<file path="config.mk">
export PLATFORM = sky130hd
export DESIGN_NAME = vram_pixel_fetch
export DESIGN_NICKNAME = d
export VERILOG_FILES = /design/src/rtl/vram_pixel_fetch.sv
export SDC_FILE = /design/constraint.sdc
export NUM_CORES = 1
export LEC_CHECK = 0
export ABC_CLOCK_PERIOD_IN_PS = 6000
export BUFFER_PORTS_ARGS = -buffer_cell sky130_fd_sc_hd__buf_4
export CAP_MARGIN = 20
export CELL_PAD_IN_SITES_DETAIL_PLACEMENT = 0
export CELL_PAD_IN_SITES_GLOBAL_PLACEMENT = 1
export CORE_MARGIN = 2
export CORE_UTILIZATION = 52
export DETAILED_ROUTE_END_ITERATION = 8
export PLACE_DENSITY_LB_ADDON = 0.1
export SLEW_MARGIN = 15
export SYNTH_ARGS = -nofsm -noshare
export SYNTH_HDL_FRONTEND = slang
export SYNTH_SLANG_ARGS = --single-unit
</file>
<file path="constraint.sdc">
create_clock -name clk_i -period 6 [get_ports clk_i]
set_clock_uncertainty 0.1 [all_clocks]
set_input_delay 1.2 -clock clk_i [delete_from_list [all_inputs] [get_ports clk_i]]
set_output_delay 1.2 -clock clk_i [all_outputs]
set_load 0.01 [all_outputs]
</file>
<file path="src/rtl/vram_pixel_fetch.sv">
// rtl/vram_pixel_fetch.sv - line-buffered 32x32 RGB332 image fetch and scaler for the VGA raster
// Optional build macro VRAM_TESTPAT_EN adds test_en_i and a colour-bar pattern; SCALE must be a power of 2.
module vram_pixel_fetch #(
  parameter int          IMG_W      = 32,
  parameter int          IMG_H      = 32,
  parameter int          SCALE      = 8,
  parameter int          X0         = 192,
  parameter int          Y0         = 112,
  parameter int          BASE_ADDR  = 0,
  parameter int          ADDR_W     = 8,
  parameter logic [23:0] BORDER_RGB = 24'h000000
) (
  input  logic              clk_i,
  input  logic              rst_i,
  input  logic              pix_en_i,
  input  logic [9:0]        x_i,
  input  logic [9:0]        y_i,
  input  logic              video_on_i,
  input  logic              hblank_start_i,
`ifdef VRAM_TESTPAT_EN
  input  logic              test_en_i,
`endif
  output logic              mem_rd_o,
  output logic [ADDR_W-1:0] mem_addr_o,
  input  logic [31:0]       mem_rdata_i,
  output logic [7:0]        red_o,
  output logic [7:0]        green_o,
  output logic [7:0]        blue_o,
  output logic              underrun_o
);

  localparam int WPR   = IMG_W / 4;
  localparam int KW    = (WPR > 1) ? $clog2(WPR) : 1;
  localparam int SHIFT = $clog2(SCALE);
  localparam int CW    = $clog2(IMG_W);
  localparam int RW    = (IMG_H > 1) ? $clog2(IMG_H) : 1;

  localparam logic [10:0]   X_LO   = 11'(X0);
  localparam logic [10:0]   X_HI   = 11'(X0 + IMG_W * SCALE);
  localparam logic [10:0]   Y_LO   = 11'(Y0);
  localparam logic [10:0]   Y_HI   = 11'(Y0 + IMG_H * SCALE);
  localparam logic [KW-1:0] K_LAST = KW'(WPR - 1);

  typedef enum logic [1:0] {IDLE, FETCH, DRAIN} state_t;

  state_t            state_q, state_d;
  logic [ADDR_W-1:0] addr_q;
  logic [KW-1:0]     k_q;
  logic              rd_vld_q;
  logic [KW-1:0]     rd_idx_q;
  logic [31:0]       line_q [WPR];
  logic [23:0]       rgb_q;
  logic              underrun_q;

  logic              test_en;
  logic              start;
  logic              kill;

`ifdef VRAM_TESTPAT_EN
  assign test_en = test_en_i;
`else
  assign test_en = 1'b0;
`endif

  // Row selection for the line that follows the current horizontal blank
  logic [9:0]        ny;
  logic [10:0]       ny_ext;
  logic              row_hit;
  logic [RW-1:0]     row;
  logic [ADDR_W-1:0] row_base;

  assign ny       = (y_i == 10'd524) ? 10'd0 : y_i + 10'd1;
  assign ny_ext   = {1'b0, ny};
  assign row_hit  = (ny_ext >= Y_LO) && (ny_ext < Y_HI);
  assign row      = RW'((ny_ext - Y_LO) >> SHIFT);
  assign row_base = ADDR_W'(BASE_ADDR) + ADDR_W'(row) * ADDR_W'(WPR);

  always_comb begin
    state_d = state_q;
    start   = 1'b0;
    kill    = 1'b0;
    if (hblank_start_i) begin
      kill = 1'b1;
      if (row_hit) begin
        state_d = FETCH;
        start   = 1'b1;
      end else begin
        state_d = IDLE;
      end
    end else begin
      case (state_q)
        FETCH:   if (k_q == K_LAST) state_d = DRAIN;
        DRAIN:   state_d = IDLE;
        default: state_d = state_q;
      endcase
    end
    if (test_en) begin
      state_d = IDLE;
      start   = 1'b0;
    end
  end

  assign mem_rd_o   = (state_q == FETCH) && !test_en;
  assign mem_addr_o = addr_q;

  always_ff @(posedge clk_i) begin
    if (rst_i) begin
      state_q  <= IDLE;
      addr_q   <= '0;
      k_q      <= '0;
      rd_vld_q <= 1'b0;
      rd_idx_q <= '0;
    end else begin
      state_q  <= state_d;
      // A request issued on the aborting edge must not land in the buffer
      rd_vld_q <= mem_rd_o && !kill;
      rd_idx_q <= k_q;
      if (start) begin
        addr_q <= row_base;
        k_q    <= '0;
      end else if (mem_rd_o) begin
        addr_q <= addr_q + ADDR_W'(1);
        k_q    <= k_q + KW'(1);
      end
    end
  end

  always_ff @(posedge clk_i) begin
    if (rd_vld_q && !kill) line_q[rd_idx_q] <= mem_rdata_i;
  end

  logic [10:0]   x_ext;
  logic [10:0]   y_ext;
  logic [10:0]   dx;
  logic [CW-1:0] col;
  logic          in_win;
  logic [31:0]   word_sel;
  logic [7:0]    pix_byte;
  logic [23:0]   pix_rgb;

  assign x_ext    = {1'b0, x_i};
  assign y_ext    = {1'b0, y_i};
  assign dx       = x_ext - X_LO;
  assign col      = CW'(dx >> SHIFT);
  assign in_win   = (x_ext >= X_LO) && (x_ext < X_HI) && (y_ext >= Y_LO) && (y_ext < Y_HI);
  assign word_sel = line_q[col[CW-1:2]];
  assign pix_byte = word_sel[{col[1:0], 3'b000} +: 8];
  assign pix_rgb  = {pix_byte[7:5], pix_byte[7:5], pix_byte[7:6],
                     pix_byte[4:2], pix_byte[4:2], pix_byte[4:3],
                     {4{pix_byte[1:0]}}};

`ifdef VRAM_TESTPAT_EN
  logic [2:0] bar;
  assign bar = 3'(dx >> 5);
`endif

  always_ff @(posedge clk_i) begin
    if (rst_i) begin
      rgb_q      <= 24'h000000;
      underrun_q <= 1'b0;
    end else if (pix_en_i) begin
      if (!video_on_i) begin
        rgb_q <= 24'h000000;
      end else if (!in_win) begin
        rgb_q <= BORDER_RGB;
`ifdef VRAM_TESTPAT_EN
      end else if (test_en) begin
        rgb_q <= {{8{bar[2]}}, {8{bar[1]}}, {8{bar[0]}}};
`endif
      end else if (state_q != IDLE) begin
        rgb_q      <= BORDER_RGB;
        underrun_q <= 1'b1;
      end else begin
        rgb_q <= pix_rgb;
      end
    end
  end

  assign red_o      = rgb_q[23:16];
  assign green_o    = rgb_q[15:8];
  assign blue_o     = rgb_q[7:0];
  assign underrun_o = underrun_q;

endmodule

</file>
==> results of run 1 <==
worst reg2reg max path, stage by stage, from the launching register on:
cell and delay (ps):
dfxtp_1 370, or3b_2 550, nor3_2 120, buf_4 510
area by class of cell:
type	instances	area (um^2)	area share (%)
multi-input cells	229	2840	21.5
well taps	275	344	2.60
repair buffers	100	751	5.68
clock inverters	17	251	1.90
flip-flops and latches	282	8210	62.1
clock buffers	36	792	6.00
inverters	7	26.3	0.199
Yosys cell counts, types with 2 or more instances:
cell        n
o31ai_2     4
a221o_1     8
xor2_1      9
buf_1       6
nand4_1     7
nor3_1     12
nor4b_1     2
dfxtp_1    26
mux4_2     72
a21oi_1     3
edfxtp_1  256
xnor2_1     6
and3_1      5
a31oi_1     3
o211ai_1    2
nor2b_1    13
nand2_1     8
nand3_1     7
nand4b_1    3
o21ai_0     3
clkbuf_1   12
nor4_1      3
nor2_1      8
mux2i_1    11
buf_4      20
inv_1       7
nor3b_1     2
a211oi_1   17
buf_2       9
ha_1        7
cell families after synthesis:
group           after synthesis  synth area share, %
flops                       282                 72.7
mux                          83                 15.3
simple gates                 79                 4.07
buf+inv                      55                 2.66
compound gates               44                 3.19
xor+xnor                     16                 1.31
fa+ha+maj                     7                0.775
power groups by stage:
stage	logic, mW	registers (mW)	clock network (mW)
6_report	0.214	2.15	1.91
5_1_grt	0.235	2.15	2.04
4_1_cts	0.220	2.15	1.96
3_5_place_dp	0.219	2.19	0
3_3_place_gp	0.213	2.19	0
2_1_floorplan	0.132	2.19	0
metrics by stage:
step	power, mW	std cells	utilization [%]
after global routing	4.42	946	62.4
after global placement	2.40	893	57.5
after CTS	4.32	946	62.4
final	4.28	946	62.4
after detailed placement	2.41	893	57.5
after floorplan	2.32	566	-
how the worst min path moves through the flow:
stage / cells past startpoint / slack (ps) / to
6_report: 2 / 370 / underrun_o$_SDFFE_PP0P_
5_1_grt: 2 / 400 / underrun_o$_SDFFE_PP0P_
4_1_cts: 2 / 370 / underrun_o$_SDFFE_PP0P_
3_5_place_dp: 2 / 370 / underrun_o$_SDFFE_PP0P_
3_3_place_gp: 2 / 360 / underrun_o$_SDFFE_PP0P_
2_1_floorplan: 1 / 360 / rd_idx_q[1]$_SDFF_PP0_
layer usage:
metal  wire length (um)  vias up
li1                   -     2495
met1               9330     2924
met2              11100      142
met3               1220       21
met4                244        0
met5                  0        -
registers in the layout, indices dropped and copies added, names as in the netlist:
name and count:
rgb_q 8, rd_vld_q 1, rd_idx_q 3, state_q 2, underrun_o 1, mem_addr_o 8
line_q 256, k_q 3
==> qor.txt, run 1 <==
Clock share of power - 44.8%
Max Transition Viols Final - 0
Avg WL per Cell - 23.2 um
FFs w/ async S/R, synth - 0%
Post-Syn Instances - 566
Met3 global-route usage - 3.73%
Finish-stage setup viols - 0
Syn_area_per_cell - 20.0 um^2
Ys flop type - edfxtp_1
FF+latch count, synth - 282
Required @ worst endpoint - 6320 ps
CTS Hold Bufs - 0
Routed vias/inst - 5.90
Setup crit end kind - flip-flop
Fillers - 1475
PortBufs - 87
Unrepaired setup endpoints after global routing - no
Syn Std Cell Area - 11300 um^2
Register area share after synthesis - 72.7%
Yosys top cell area share - 68.1%
Kind of critical path - in2reg
Gr busiest metal - met2
Most frequent cells in the layout - edfxtp_1, buf_4, mux4_2, clkbuf_16, dfxtp_1
Reg-to-reg critical path endpoint - line_q[0][24]$_DFFE_PP_
Max Freq - 307 MHz
Synth area leader - edfxtp_1
Flop pwr share - 50.2%
Clk slew on worst S/H paths - 60 ps
Largest stage delay, worst path - 570 ps
Internal - 3.44 mW
Routed wire length - 21.9 mm
R2R setup slack - 3960 ps
Hold Violations, Final - 0
1st-pass router iterations - 4
Pwr/cell area - 324 nW/um^2
Hold Startpoint - underrun_o$_SDFFE_PP0P_
Final instance area - 13200 um^2
Placement Cell Area - 12200 um^2
Core Region - 21200 um^2
# H-tree levels - 1
Rows - 53
Status - finished, final reports clean
Maximum clock path buffer count - 3
Final worst slack - 2750 ps
Total grt overflow - 0
Worst Hold Class - reg2reg
Antenna cells - 0
Max-Cap Viols - 0
Crit-path cells - buf_4, buf_4, mux4_2, mux4_2, a221o_1
Net Sw Power - 0.834 mW
WP depth - 5
Die extent in y - 151 um
Overall Global Routing Usage - 19.9%
GR Layer Usage met1 - 27.5%
Worst-Skew Late Latency - 530 ps
Initial core utilization - 53.4%
Share of layout cells above drive strength 1 - 35.6%
Worst setup path startpoint - x_i[5]
Antenna violations before repair - 0
Io pins - 91
Vias - 5582
R2R depth - 3
Peak supply drop - 0.287 mV
Worst hold margin - 370 ps
Top delay family on crit path - multiplexers
Syn-to-layout area delta - 16.9%
Root Driver - clkbuf_16
Crit start category - input pin
Post-DRT Antenna Nets - 0
Placer Congestion - 0.775
DRT iter0 DRCs - 441
Post-layout nets - 713
Vias in the first global route - 5796
Largest net degree at the start of global routing - 65
Mapped Nets - 630
Commonest non-fill, non-tap cell in the layout - edfxtp_1
Switch share - 19.5%
Min Tclk post-route - 3250 ps
Clock sink count - 282
Final HPWL DP - 12.1 mm
Critical path arrival - 3570 ps
Setup bufs post-CTS - 0
Post-CTS Resized - 0
Setup TNS - 0 ps
Inserted Clock Buffers - 29
Die X - 151 um
Post-synth cell types - 45
Post-place setup slack - 2140 ps
First-pass GRT wire length - 33.6 mm
Worst Max-Slew Pin Slew - 1040 ps
DIE AREA - 22900 um^2
Worst-path fanout max - 40
Synth top area cells - edfxtp_1, mux4_2, dfxtp_1
Logic pwr share - 5.0%
Worst path bufs/invs - 2
Synth warn - 0
Worst slew margin - 30.6%
R2R Path Start - rd_idx_q[1]$_SDFF_PP0_
M2 GR Usage - 33.5%
Lkg Pwr - 4.42 nW
Crit-path slowest cell - buf_4
CTS tree - built
DR DRC count - 0
Crit share post-route - 54.2%
Number of synthesized flops with an enable pin - 256
CP endpoint - rgb_q[20]$_SDFFE_PP0P_
No activity file was read; power rests on OpenSTA's default activity.
==> run 2: changes to the inputs <==
Settings changed: ABC_CLOCK_PERIOD_IN_PS 6000 to 3100.
Clock period 6 ns to 3.1 ns, I/O delays scaled along.
==> run 2 against run 1 <==
Clock power increased by 61%; critical path depth increased by 5; core utilization decreased by 0.31 points; worst setup slack got worse by 2000 ps; routed wire length increased by 1.3%; via count increased by 0.41%; flip-flop and latch count unchanged; cell area decreased by 0.49%; largest power group unchanged; highest routed layer unchanged.
==> qor.txt, run 2 (synthesized netlist as in run 1, its figures left out) <==
Initial core utilization - 53.4%
Routed vias/inst - 5.89
Unrepaired setup endpoints after global routing - no
Final HPWL DP - 12.6 mm
Placed Cells - 897
# H-tree levels - 1
Reg-to-reg critical path endpoint - line_q[5][19]$_DFFE_PP_
Non-Filler Instances - 951
Hold Startpoint - mem_rdata_i[29]
Total power - 7.67 mW
Most flops, register - line_q
Antenna cells - 0
Most frequent cells in the layout - edfxtp_1, buf_4, mux4_2, clkbuf_16, dfxtp_1
Die X - 151 um
Status - finished, final reports clean
Required @ worst endpoint - 3450 ps
Rows - 53
Antenna violations before repair - 0
Worst Hold Class - in2reg
Post-CTS Resized - 0
Hold path depth - 1
Net Sw Power - 1.59 mW
Post-layout nets - 717
Critical path arrival - 2750 ps
Avg WL per Cell - 23.3 um
Kind of critical path - in2reg
First-pass GRT wire length - 33.6 mm
Clock sink count - 282
Max Freq - 417 MHz
Routed wire length - 22.2 mm
Post-DRT Antenna Nets - 0
Min Tclk post-route - 2400 ps
Io pins - 91
PortBufs - 87
Max Transition Viols Final - 0
Syn-to-layout area delta - 16.4%
Share of layout cells above drive strength 1 - 34.3%
DRT iter0 DRCs - 425
Largest net degree at the start of global routing - 65
Worst-path fanout max - 11
Logic pwr share - 5.7%
Flop pwr share - 54.2%
Hold Violations, Final - 0
Clk slew on worst S/H paths - 60 ps
Core Region - 21200 um^2
Finish-stage setup viols - 0
GR Layer Usage met1 - 28.2%
Switch share - 20.7%
Pwr/cell area - 583 nW/um^2
Inserted Clock Buffers - 29
DR DRC count - 0
Total grt overflow - 0
Die extent in y - 151 um
DIE AREA - 22900 um^2
Lkg Pwr - 4.36 nW
M2 GR Usage - 33.0%
Overall Global Routing Usage - 20.0%
Met3 global-route usage - 3.58%
Hold endpoint - line_q[4][29]$_DFFE_PP_
Crit-path cells - buf_4, nor4b_1, a211oi_1, a21o_1, ha_1, a41oi_1, o2111ai_2, xnor2_2, and2_4, o31ai_2
1st-pass router iterations - 4
Clock share of power - 40.0%
Worst slew margin - 46.9%
Crit-path slowest cell - nor4b_1
Crit share post-route - 77.3%
Maximum clock path buffer count - 3
Max reg flops - 256
Setup crit end kind - flip-flop
Vias - 5605
Setup bufs post-CTS - 0
Vias in the first global route - 5766
Crit start category - input pin
Peak supply drop - 0.496 mV
Root Driver - clkbuf_16
R2R setup slack - 1060 ps
CTS tree - built
Max-Cap Viols - 0
Internal - 6.08 mW
Commonest non-fill, non-tap cell in the layout - edfxtp_1
R2R Path Start - rd_idx_q[0]$_SDFF_PP0_
R2R depth - 3
Largest stage delay, worst path - 410 ps
Fillers - 1471
Worst-Skew Late Latency - 540 ps
Worst Max-Slew Pin Slew - 794 ps
Gr busiest metal - met2
Placer Congestion - 0.782
CTS Hold Bufs - 0
## run 2: cell count changes in the layout (fill, tap and decap cells not counted), moves of 2 or more
cell and change:
clkbuf_8 -4, clkbuf_1 +4, bufinv_16 -6, clkinv_1 +8, nor4_4 +2, buf_4 -3, nor4_2 -2, buf_12 +7
## run 2: critical path, delay by kind of cell
kind | cells | cell delay, ps
AOI/OAI and AO/OA | 5 | 960
xor gates and xnor gates | 1 | 180
adders and majority gates | 1 | 220
buffers and inverters | 1 | 140
and+or+nand+nor | 2 | 630
## run 2: power by group through the flow
stage / clock network (mW) / logic, mW / registers [mW]
CTS: 3.14 / 0.448 / 4.16
global placement: 0 / 0.435 / 4.24
floorplan: 0 / 0.256 / 4.24
finish: 3.07 / 0.439 / 4.16
global route: 3.28 / 0.477 / 4.16
detailed placement: 0 / 0.446 / 4.24
## run 2: cell type report
cell class,count,area [um^2],share of cell area [%]
repair buffers,104,868,6.61
inverters,7,26.3,0.200
clock buffers,36,752,5.72
multi-input cells,229,2850,21.7
flip-flops and latches,282,8210,62.4
clock inverters,18,91.3,0.695
well taps,275,344,2.62
## run 2: worst max-delay path by stage
| stage | start | end | slack [ps] | depth (start not counted) |
|---|---|---|---|---|
| finish | y_i[7] | mem_addr_o[6]$_SDFFE_PP0P_ | 700 | 10 |
| global route | y_i[7] | mem_addr_o[7]$_SDFFE_PP0P_ | 550 | 10 |
| CTS | y_i[7] | mem_addr_o[6]$_SDFFE_PP0P_ | 700 | 10 |
| detailed placement | y_i[7] | mem_addr_o[6]$_SDFFE_PP0P_ | 140 | 10 |
| global placement | y_i[6] | mem_addr_o[7]$_SDFFE_PP0P_ | 210 | 10 |
| floorplan | hblank_start_i | line_q[3][0]$_DFFE_PP_ | -730 | 3 |
## run 2: metal layers
metal	share of wire, %	wire length [um]
met1	43	9510
met2	49	10900
met3	6.1	1340
met4	1.8	390
met5	0	0
## run 2: metrics by stage
stage               hold WS, ps  util (%)  worst slack, ps  setup TNS, ps  instance area [um^2]
floorplan                   363         -             -729         -90510                 11300
global placement            358      58.1              212              0                 12300
detailed placement          368      58.1              143              0                 12300
CTS                         191      62.1              701              0                 13100
global route                197      62.1              552              0                 13100
finish                      213      62.1              704              0                 13100
==> run 3: changes to the inputs <==
Settings changed: ABC_CLOCK_PERIOD_IN_PS 3100 to 2400.
Clock period 3.1 ns to 2.4 ns, I/O delays scaled along.
==> run 3 against run 2 <==
Count of clock-buffer cells in the layout shrank 2; worst setup slack lost 370 ps; flip-flop and latch count is the same; critical path depth grew 2; global-route usage grew 0.50 points; die area is the same; sequential share of layout area shrank 1.8 points; critical path type unchanged.
==> qor.txt, run 3 (synthesized netlist as in run 1, its figures left out) <==
Kind of critical path - in2reg
Vias in the first global route - 5926
Vias - 5682
Total power - 10.1 mW
Io pins - 91
Rows - 53
Peak supply drop - 0.630 mV
PortBufs - 87
Setup bufs post-CTS - 0
Worst hold margin - 71.2 ps
Routed vias/inst - 5.86
Critical path arrival - 2370 ps
Non-Filler Instances - 969
Largest net degree at the start of global routing - 33
Antenna cells - 0
Setup crit end kind - flip-flop
Root Driver - clkbuf_16
Post-CTS Resized - 0
Post-layout util - 64.0%
DR DRC count - 0
Unrepaired setup endpoints after global routing - no
Die extent in y - 151 um
Total grt overflow - 0
Core Region - 21200 um^2
Lkg Pwr - 4.52 nW
Worst-Skew Late Latency - 540 ps
Placer Congestion - 0.806
Max Transition Viols Final - 0
Clk slew on worst S/H paths - 60 ps
1st-pass router iterations - 4
Pwr/cell area - 744 nW/um^2
Placement Cell Area - 12700 um^2
Overall Global Routing Usage - 20.5%
First-pass GRT wire length - 34.5 mm
Maximum clock path buffer count - 3
Most flops, register - line_q
R2R setup slack - 470 ps
Status - finished, final reports clean
Post-place setup slack - -215 ps
Worst Max-Slew Pin Slew - 690 ps
Syn-to-layout area delta - 19.8%
DIE AREA - 22900 um^2
Setup TNS - 0 ps
DRT iter0 DRCs - 394
Crit start category - input pin
Reg area - 8210 um^2
Most frequent cells in the layout - edfxtp_1, buf_4, mux4_2, clkbuf_16, dfxtp_1
Inserted Clock Buffers - 28
Final instance area - 13500 um^2
CTS tree - built
Placed Cells - 920
Commonest non-fill, non-tap cell in the layout - edfxtp_1
Initial core utilization - 53.4%
Worst slew margin - 53.8%
CP endpoint - mem_addr_o[7]$_SDFFE_PP0P_
Final HPWL DP - 13.3 mm
Share of layout cells above drive strength 1 - 37.6%
Required @ worst endpoint - 2700 ps
Hold Violations, Final - 0
Crit share post-route - 86.1%
R2R Path Start - rd_idx_q[0]$_SDFF_PP0_
R2R depth - 3
Clock sink count - 282
Max reg flops - 256
CTS Hold Bufs - 0
Multi-input logic area - 2940 um^2
Worst Hold Class - in2reg
# H-tree levels - 1
Routed wire length - 22.5 mm
Finish-stage setup viols - 0
Post-layout nets - 739
Post-DRT Antenna Nets - 0
Avg WL per Cell - 23.2 um
Worst-path fanout max - 11
Fillers - 1453
Reg-to-reg critical path endpoint - line_q[3][26]$_DFFE_PP_
Final worst slack - 334 ps
Max Freq - 484 MHz
Worst setup path startpoint - y_i[0]
Die X - 151 um
Min Tclk post-route - 2070 ps
Max-Cap Viols - 0
Antenna violations before repair - 0
run 3: changes by cell type in the layout (fill, tap and decap cells not counted), moves of 2 or more:
cell	before	now
buf_12	7	16
buf_4	97	111
bufinv_16	0	2
clkbuf_1	7	5
clkinvlp_4	3	0
nor3_1	8	2
nor3_2	4	6
nor3_4	0	4
run 3: worst min path at each step:
stage	from	endpoint	slack (ps)	depth (start not counted)
after floorplan	k_q[1]$_SDFFE_PP0P_	rd_idx_q[1]$_SDFF_PP0_	360	1
after global placement	underrun_o$_SDFFE_PP0P_	underrun_o$_SDFFE_PP0P_	370	2
after detailed placement	underrun_o$_SDFFE_PP0P_	underrun_o$_SDFFE_PP0P_	370	2
after CTS	mem_rdata_i[10]	line_q[6][10]$_DFFE_PP_	60	1
after global routing	mem_rdata_i[23]	line_q[6][23]$_DFFE_PP_	70	1
final	mem_rdata_i[10]	line_q[5][10]$_DFFE_PP_	70	1
run 3: where the power goes:
part / switching, mW / internal [mW] / leakage [nW]
clock network: 1.69 / 2.39 / 0.421
registers: 0.0120 / 5.36 / 2.51
logic: 0.299 / 0.312 / 1.59
total: 2.00 / 8.07 / 4.52
run 3: final cells by class:
| type | count | area share [%] |
|---|---|---|
| timing repair buffer | 127 | 8.53 |
| tap | 275 | 2.54 |
| clock buffer | 34 | 5.50 |
| multi-input combinational | 229 | 21.7 |
| sequential | 282 | 60.7 |
| inverter | 7 | 0.194 |
| clock inverter | 15 | 0.842 |
run 3: critical path: stages:
cell and delay (ps):
buf_4 90, inv_1 40, ha_1 170, and4b_1 200, a211oi_2 180, a21o_1 130
ha_2 200, a41oi_2 100, o2111ai_2 250, xnor2_2 140, and2_4 280, o31ai_1 90
run 3: routing by layer:
metal  GRT usage (%)  up-vias  share of wire (%)
li1                -     2553                  -
met1            28.1     2912                 41
met2            35.4      190                 50
met3            2.62       27                7.4
met4            4.91        0                1.4
met5               0        -                  0
